--- config.mk ---
export PLATFORM = sky130hd
export DESIGN_NAME = sfft_frame_reader
export DESIGN_NICKNAME = d
export VERILOG_FILES = /design/src/rtl/sfft_reader_pkg.sv /design/src/rtl/sfft_byte_assembler.sv /design/src/rtl/sfft_frame_reader.sv
export SDC_FILE = /design/constraint.sdc
export NUM_CORES = 1
export LEC_CHECK = 0
export ABC_AREA = 1
export BUFFER_PORTS_ARGS = -buffer_cell sky130_fd_sc_hd__buf_4
export CAP_MARGIN = 20
export CORE_ASPECT_RATIO = 1.4
export CORE_UTILIZATION = 35
export CTS_CLUSTER_SIZE = 14
export DETAILED_ROUTE_END_ITERATION = 12
export PLACE_DENSITY_LB_ADDON = 0.12
export SLEW_MARGIN = 20
export SYNTH_ARGS = -nofsm -noshare
export SYNTH_HDL_FRONTEND = slang
export SYNTH_SLANG_ARGS = --single-unit
--- constraint.sdc ---
create_clock -name clk -period 4.5 [get_ports clk]
set_input_delay 0.225 -clock clk [delete_from_list [all_inputs] [get_ports clk]]
set_output_delay 0.225 -clock clk [all_outputs]
set_load 0.05 [all_outputs]
--- src/rtl/sfft_reader_pkg.sv ---
// Shared constants and state type for the SFFT read-out window initiator.
// Imported by the frame reader top and its byte assembler.
package sfft_reader_pkg;

   localparam int READOUT_BYTES     = 1024;
   localparam int BYTES_PER_WORD    = 4;
   localparam int DEFAULT_NUM_WORDS = 256;

   typedef enum logic [1:0] {
      ST_IDLE,
      ST_ISSUE,
      ST_WAIT,
      ST_OUT
   } reader_state_t;

endpackage

--- src/rtl/sfft_byte_assembler.sv ---
// Rebuilds a 32-bit little-endian word from bytes that arrive one cycle
// after their address was issued; the lane tag is delayed to line up with them.
module sfft_byte_assembler
   import sfft_reader_pkg::*;
(
   input  logic        clk,
   input  logic        reset,
   input  logic        lane_en,
   input  logic [1:0]  lane_sel,
   input  logic [7:0]  readdata,
   output logic [31:0] word
);

   logic       lane_en_reg;
   logic [1:0] lane_sel_reg;

   always_ff @(posedge clk or negedge reset) begin
      if (!reset) begin
         lane_en_reg  <= 1'b0;
         lane_sel_reg <= '0;
      end else begin
         lane_en_reg  <= lane_en;
         lane_sel_reg <= lane_sel;
      end
   end

   genvar gi;
   generate
      for (gi = 0; gi < BYTES_PER_WORD; gi++) begin : g_lane
         logic [7:0] byte_reg;

         always_ff @(posedge clk or negedge reset) begin
            if (!reset)
               byte_reg <= '0;
            else if (lane_en_reg && (lane_sel_reg == 2'(gi)))
               byte_reg <= readdata;
         end

         assign word[8*gi +: 8] = byte_reg;
      end
   endgenerate

endmodule

--- src/rtl/sfft_frame_reader.sv ---
// Sweeps the accelerator read-out window byte by byte under a held chipselect
// and streams reassembled 32-bit words out on a valid/ready port.
module sfft_frame_reader
   import sfft_reader_pkg::*;
#(
   parameter int NUM_WORDS = DEFAULT_NUM_WORDS,
   parameter int BASE_ADDR = 0,
   parameter int IDX_W     = $clog2(NUM_WORDS)
) (
   input  logic             clk,
   input  logic             reset,
   input  logic             start,
   input  logic             abort,
   output logic             chipselect,
   output logic [15:0]      address,
   input  logic [7:0]       readdata,
   output logic             word_valid,
   input  logic             word_ready,
   output logic [31:0]      word_data,
   output logic [IDX_W-1:0] word_index,
   output logic             busy,
   output logic             done
);

   generate
      if (BYTES_PER_WORD*NUM_WORDS + BASE_ADDR > READOUT_BYTES) begin : g_bad_cfg
         $error("sfft_frame_reader: frame does not fit in the read-out window");
      end
   endgenerate

   localparam logic [IDX_W-1:0] LAST_IDX = IDX_W'(NUM_WORDS - 1);

   reader_state_t    state_reg, state_next;
   logic [IDX_W-1:0] word_idx_reg, word_idx_next;
   logic [1:0]       byte_cnt_reg, byte_cnt_next;
   logic [15:0]      address_reg, address_next;
   logic             done_reg, done_next;

   always_ff @(posedge clk or negedge reset) begin
      if (!reset) begin
         state_reg    <= ST_IDLE;
         word_idx_reg <= '0;
         byte_cnt_reg <= '0;
         address_reg  <= '0;
         done_reg     <= 1'b0;
      end else begin
         state_reg    <= state_next;
         word_idx_reg <= word_idx_next;
         byte_cnt_reg <= byte_cnt_next;
         address_reg  <= address_next;
         done_reg     <= done_next;
      end
   end

   always_comb begin
      state_next    = state_reg;
      word_idx_next = word_idx_reg;
      byte_cnt_next = byte_cnt_reg;
      done_next     = 1'b0;
      if (abort) begin
         state_next    = ST_IDLE;
         word_idx_next = '0;
         byte_cnt_next = '0;
      end else begin
         case (state_reg)
            ST_IDLE: begin
               if (start) begin
                  state_next    = ST_ISSUE;
                  word_idx_next = '0;
                  byte_cnt_next = '0;
               end
            end
            ST_ISSUE: begin
               // Counter wraps 3 -> 0, so it is already cleared for the next word.
               byte_cnt_next = byte_cnt_reg + 2'd1;
               if (byte_cnt_reg == 2'd3)
                  state_next = ST_WAIT;
            end
            ST_WAIT: state_next = ST_OUT;
            ST_OUT: begin
               if (word_ready) begin
                  if (word_idx_reg == LAST_IDX) begin
                     state_next    = ST_IDLE;
                     word_idx_next = '0;
                     done_next     = 1'b1;
                  end else begin
                     state_next    = ST_ISSUE;
                     word_idx_next = word_idx_reg + IDX_W'(1);
                  end
               end
            end
            default: state_next = ST_IDLE;
         endcase
      end

      // Address is registered; it holds through WAIT and OUT stalls.
      if (state_next == ST_ISSUE)
         address_next = 16'(BASE_ADDR) + 16'({word_idx_next, byte_cnt_next});
      else if (state_next == ST_IDLE)
         address_next = '0;
      else
         address_next = address_reg;
   end

   sfft_byte_assembler u_assembler (
      .clk      (clk),
      .reset    (reset),
      .lane_en  ((state_reg == ST_ISSUE) && !abort),
      .lane_sel (byte_cnt_reg),
      .readdata (readdata),
      .word     (word_data)
   );

   assign chipselect = (state_reg != ST_IDLE);
   assign busy       = (state_reg != ST_IDLE);
   assign word_valid = (state_reg == ST_OUT);
   assign address    = address_reg;
   assign word_index = word_idx_reg;
   assign done       = done_reg;

endmodule
==> results.cfg, run 1 <==
[outcome]
outcome = finished clean

[timing]
fmax_ghz = 0.580
relSlewSlack = 0.510
rsz0062_at_grt = false
finalSetupViolCount = 0
fin_crit_ns = 1.72
setup_slack_ns = 2.78
hold_viol_final = 0
finalCritPeriodShare = 0.383
setup_tns_ns = 0
slew_viol_final = 0
tightest_slew_ns = 0.735
clock_skew_ns = 0.00855
holdWs_ns = 0.155

[die]
die_h_um = 104
ios = 73
placementRows = 36
coreArea_mm2 = 0.00707
die_w_um = 74.8
die_area_mm2 = 0.00778
start_util = 0.367

[synthesis]
synth_area_leaders = dfrtp_1 (56%), nand2_1 (11%), o21ai_0 (8.1%)
synth_top_area_share = 0.558
yosysWarningCount = 0
syn_inst = 290
syn_area_mm2 = 0.00260
yosysTopAreaCell = dfrtp_1
avgSynthCellArea_um2 = 8.96
synth.distinct_cells = 28
synth-seq-cells = 58
synth-seq-area-share = 0.558

[routing]
via_per_inst = 4.58
avgRoutedWirePerCell_um = 13.1
wirelength_um = 6030
drc = 0
drt-initial-drc-count = 121
ant_nets = 0
vias = 2103
first_pass_iters = 4

[pwr]
power_frac_comb = 0.450
p_per_area_mw_per_mm2 = 684
p_clk_frac = 0.231
sw_frac_of_total = 0.454
intPower_w = 0.00126
leakagePower_nw = 1.79
peakVddDrop_mv = 0.257
p_seq_frac = 0.319
p_sw_w = 0.00105

[clocking]
clk-insertion-delay-late_ns = 0.33
cts_made_buffers = 9
clockBufferDepth = 2
cts_tree = done
cts-htree-levels = 3
clk_pin_slew_ns = 0.07
cts-root-buf = clkbuf_8
numClockSinks = 58

[hold_path]
holdPathStages = 2
hold_class = input pin to register

[placed_design]
place_ws_ns = 2.77
placed_area_mm2 = 0.00314
place_congestion = 0.898
port_buffers = 66
dp_hpwl_um = 4280

[setup_path]
critical_path.max_fanout = 7
crit_path_end_kind = register
worstPathArrival_ns = 2.00
worstPathRequired_ns = 4.77
start_kind = register
path_class = register to register
rr_worst_depth = 9

[final_layout]
largest_reg_flops = 32
fin_nets = 378
design_area_mm2 = 0.00337
final_core_util = 0.477
fillers = 719
antenna_cells = 0
drive_above_1_share = 0.261
syn_to_final_growth_pct = 29.8

[grt]
grt_pass1_wl_um = 9590
grt_max_degree = 59
grt_antenna_before_repair = 0
grt_pass1_vias = 1913
overflow = 0
gr-usage-all-layers = 0.168

[flow_run]
drv_cap = 0
synthesized netlist by cell type:
library cell  instances
o22ai_1               1
dfrtp_1              58
nor3_2                1
o21bai_1              1
nor2_1                7
nand3_1              13
o21ai_0              42
buf_2                 2
clkbuf_1              4
conb_1                1
nor2_2                1
inv_2                 2
a21oi_1               9
nand3_2               2
buf_6                 1
buf_4                 7
nor2_4                3
nor3_1                3
nand3_4               2
a21o_1                1
inv_1                39
nand2_1              75
nand4_1               3
ha_1                  6
nand2_2               3
o211ai_1              1
a31oi_1               1
o21ai_1               1
critical path, cell delays in order, from the launching register on:
cell and delay, ns:
dfrtp_1 0.38, inv_1 0.11, ha_1 0.25, inv_1 0.18
nor2_4 0.07, a21oi_1 0.27, nand3_4 0.18, inv_2 0.12
nand2_1 0.05, nand2_1 0.06
power groups by stage:
stage / Sequential, W / Combinational [W] / Clock, W
after global routing: 0.000748 / 0.00111 / 0.000575
after detailed placement: 0.000742 / 0.00105 / 0
after floorplan: 0.00111 / 0.000378 / 0
after global placement: 0.000739 / 0.00104 / 0
final: 0.000735 / 0.00104 / 0.000533
after CTS: 0.000734 / 0.00105 / 0.000546
per-stage QoR:
| step | power (W) | instances |
|---|---|---|
| floorplan | 0.00149 | 295 |
| global placement | 0.00178 | 442 |
| detailed placement | 0.00179 | 442 |
| CTS | 0.00233 | 459 |
| global route | 0.00244 | 459 |
| finish | 0.00231 | 459 |
cells in the final DEF, fill, tap and decap left out, types with 7 or more instances in the layout:
| cell | synthesis | final |
|---|---|---|
| buf_4 | 7 | 66 |
| dfrtp_1 | 58 | 58 |
| nor2_1 | 7 | 7 |
| clkbuf_8 | 0 | 10 |
| inv_1 | 39 | 39 |
| o21ai_0 | 42 | 42 |
| a21oi_1 | 9 | 9 |
| nand3_1 | 13 | 13 |
| nand2_1 | 75 | 75 |
metal layers:
metal,up-vias,routed length (um),global-route usage
met5,-,0,0
met4,0,139,0.0863
met3,15,272,0.0368
met2,73,2910,0.257
met1,963,2710,0.217
li1,1052,-,-
layout make-up:
| cell class | count | area, um^2 | share of cell area |
|---|---|---|---|
| clock buffers | 11 | 141 | 0.0419 |
| clock inverters | 5 | 77.6 | 0.0230 |
| inverters | 41 | 154 | 0.0456 |
| multi-input cells | 182 | 923 | 0.274 |
| flip-flops and latches | 58 | 1450 | 0.430 |
| well taps | 95 | 119 | 0.0353 |
| repair buffers | 67 | 505 | 0.150 |
path summary, 6_finish.rpt:
check,slack (ns),from,endpoint
min in group asynchronous,0.49,reset,u_assembler.g_lane[3].byte_reg[2]
worst min-delay path,0.16,abort,word_index[4]
max in group asynchronous,3.52,reset,word_index[2]
worst max-delay path,2.78,state_reg[0],address[3]
worst max register to register,2.78,state_reg[0],address[3]
worst min register to register,0.42,byte_cnt_reg[0],u_assembler.lane_sel_reg[0]
kinds of logic after synthesis:
kind of cell,share of synthesized area
and+or+nand+nor,0.204
DFF,0.558
AOI/OAI and AO/OA,0.114
buffers and inverters,0.0934
adders and majority gates,0.0289
other,0.00144
what timing repair did:
action                    in CTS  in global routing
setup buffers                  0                  0
hold endpoints to repair      58                  0
resized for setup              0                  0
hold buffers                   1                  0
No activity file was read; power rests on OpenSTA's default activity.
==> run 2: changes to the inputs <==
--- a/config.mk
+++ b/config.mk
@@ -5,7 +5,7 @@
 export SDC_FILE = /design/constraint.sdc
 export NUM_CORES = 1
 export LEC_CHECK = 0
-export ABC_AREA = 1
+export ABC_AREA = 0
 export BUFFER_PORTS_ARGS = -buffer_cell sky130_fd_sc_hd__buf_4
 export CAP_MARGIN = 20
 export CORE_ASPECT_RATIO = 1.4
==> constraint.sdc (replaced) <==
create_clock -name clk -period 1.4 [get_ports clk]
set_input_delay 0.07 -clock clk [delete_from_list [all_inputs] [get_ports clk]]
set_output_delay 0.07 -clock clk [all_outputs]
set_load 0.05 [all_outputs]
==> run 2 against run 1 <==
First-iteration DRC count down 23%; register-to-register slack worse by 3.2 ns; count of clock-buffer cells in the layout is 1 lower; global-route usage rose by 1.7 points; clock power rose to 2.6 times the previous value; via count is 3.9% higher; worst setup slack got worse by 3.2 ns; synthesized cell count down 26%; the flow now finishes with violations (negative setup slack); largest cell class unchanged; combinational power rose by 110%.
==> results.cfg, run 2 <==
[routing]
drc = 0
wirelength_um = 6880
avgRoutedWirePerCell_um = 15.1
via_per_inst = 4.79
first_pass_iters = 4
vias = 2185
drt-initial-drc-count = 93
ant_nets = 0

[synthesis]
async_flop_share = 1.00
synth_area_leaders = dfrtp_1 (55%), mux2_2 (14%), ha_1 (2.8%)
synth-seq-area-share = 0.547
synth.distinct_cells = 45
syn_area_mm2 = 0.00265
synth_top_area_share = 0.547
ys.flop_type = dfrtp_1
synth_common_cells = dfrtp_1 (58), mux2_2 (32), nand2_1 (12), nor2_1 (10), buf_4 (8)
avgSynthCellArea_um2 = 12.3
yosysWarningCount = 0
synth-seq-cells = 58
synth_edf_count = 0
yosysTopAreaCell = dfrtp_1
yosysMostFrequentCell = dfrtp_1
syn_inst = 216

[grt]
grt_max_degree = 30
grt_antenna_before_repair = 0
grt_pass1_wl_um = 10700
grt_pass1_vias = 2208
overflow = 0
gr-usage-all-layers = 0.185

[die]
die_h_um = 105
start_util = 0.360
coreArea_mm2 = 0.00736
die_w_um = 75.6
placementRows = 37
ios = 73
die_area_mm2 = 0.00793

[setup_path]
cp-startpoint = state_reg[0]
worstPathArrival_ns = 2.10
worstPathRequired_ns = 1.67
crit_chain = inv_4 -> ha_4 -> or4_4 -> nand3_4 -> and2_4 -> a21o_1
crit_slowest_cell = or4_4
critPathMaxStageDelay_ns = 0.60
start_kind = register
critical_path.max_fanout = 6
crit_path_end_kind = register
reg2reg_from = state_reg[0]
path_class = register to register

[final_layout]
syn_to_final_growth_pct = 61.7
final_common_cell = buf_4
largest_reg_flops = 32
fin_nets = 373
final_cell_mix = buf_4 (109), dfrtp_1 (49), mux2_2 (32), buf_6 (12)
drive_above_1_share = 0.635
design_area_mm2 = 0.00429
antenna_cells = 0

[hold_path]
hold_class = input pin to register
hp-start = abort

[clocking]
clk-insertion-delay-late_ns = 0.33
cts_made_buffers = 9
cts-root-buf = clkbuf_8
numClockSinks = 58
clockBufferDepth = 2
clk_pin_slew_ns = 0.08
cts_tree = done
cts-htree-levels = 3

[outcome]
violations = negative setup slack
outcome = complete, but fails checks

[pwr]
finalPower_w = 0.00566
p_per_area_mw_per_mm2 = 1320
leakagePower_nw = 1.93
peakVddDrop_mv = 0.780

[timing]
finalSetupViolCount = 24
fin_crit_ns = 1.84
hold_viol_final = 0
setup_slack_ns = -0.436
slew_viol_final = 0
finalCritPeriodShare = 1.31
setup_tns_ns = -6.40
fmax_ghz = 0.545
rsz0062_at_grt = true
clock_skew_ns = 0.0141

[placed_design]
dp_hpwl_um = 4700
place_ws_ns = -0.407
placed_area_mm2 = 0.00364
port_buffers = 66
place_congestion = 0.841

[flow_run]
drv_cap = 0
-- run 2: per-layer routing --
| layer | up-vias | share of wire | GRT usage |
|---|---|---|---|
| met4 | 0 | 0.038 | 0.0992 |
| met2 | 67 | 0.51 | 0.300 |
| met3 | 20 | 0.038 | 0.0473 |
| met1 | 1049 | 0.41 | 0.217 |
| li1 | 1049 | - | - |
| met5 | - | 0 | 0 |
-- run 2: stage by stage --
stage | hold slack (ns) | utilization | std cells
final | 0.0833 | 0.582 | 456
after global routing | 0.0822 | 0.582 | 456
after CTS | 0.0397 | 0.555 | 449
after detailed placement | 0.0298 | 0.494 | 418
after global placement | 0.0251 | 0.494 | 418
after floorplan | -0.226 | - | 221
-- run 2: power by group --
group,internal [W],switching (W)
clock network,0.000688,0.000697
logic,0.000777,0.00140
registers,0.00195,0.000149
total,0.00341,0.00225
-- run 2: critical path: cells and delay by family, from the launching register on --
family / cells / cell delay (ns)
AND/OR/NAND/NOR: 3 / 0.95
buffers and inverters: 1 / 0.07
flip-flops: 1 / 0.46
AO/OA/AOI/OAI: 1 / 0.11
adder cells (fa/ha/maj): 1 / 0.18
-- run 2: logic make-up after synthesis --
kind of cell,count (synthesis),share of synthesized area
AO/OA/AOI/OAI,35,0.0963
AND/OR/NAND/NOR,64,0.143
adder cells (fa/ha/maj),6,0.0283
flip-flops,58,0.547
other,1,0.00141
buffers and inverters,18,0.0401
multiplexers,34,0.143
-- run 2: what timing repair did --
action / 4_1_cts / 5_1_grt
setup endpoints to repair: 25 / 25
gates cloned: 1 / 0
endpoints found under the hold margin: 76 / 0
hold buffers: 9 / 0
pin swaps: 15 / 21
gates resized for setup: 36 / 31
buffers inserted: 5 / 8
-- run 2: cell type report --
class                   instances  area, um^2
inverters                       6        32.5
well taps                      97         121
fillers                       642        3070
repair buffers                133        1090
clock inverters                 6        42.5
multi-input cells             146        1400
clock buffers                  10         138
flip-flops and latches         58        1460
-- run 2: path summary, 6_finish.rpt --
kind | to | slack, ns | cells past startpoint
worst max-delay path | address[8] | -0.44 | 6
worst min-delay path | state_reg[1] | 0.08 | 3
worst max register to register | address[8] | -0.44 | 6
worst min register to register | u_assembler.lane_sel_reg[1] | 0.50 | 1
max in group asynchronous | u_assembler.g_lane[0].byte_reg[2] | 0.66 | 3
min in group asynchronous | u_assembler.g_lane[1].byte_reg[5] | 0.20 | 2
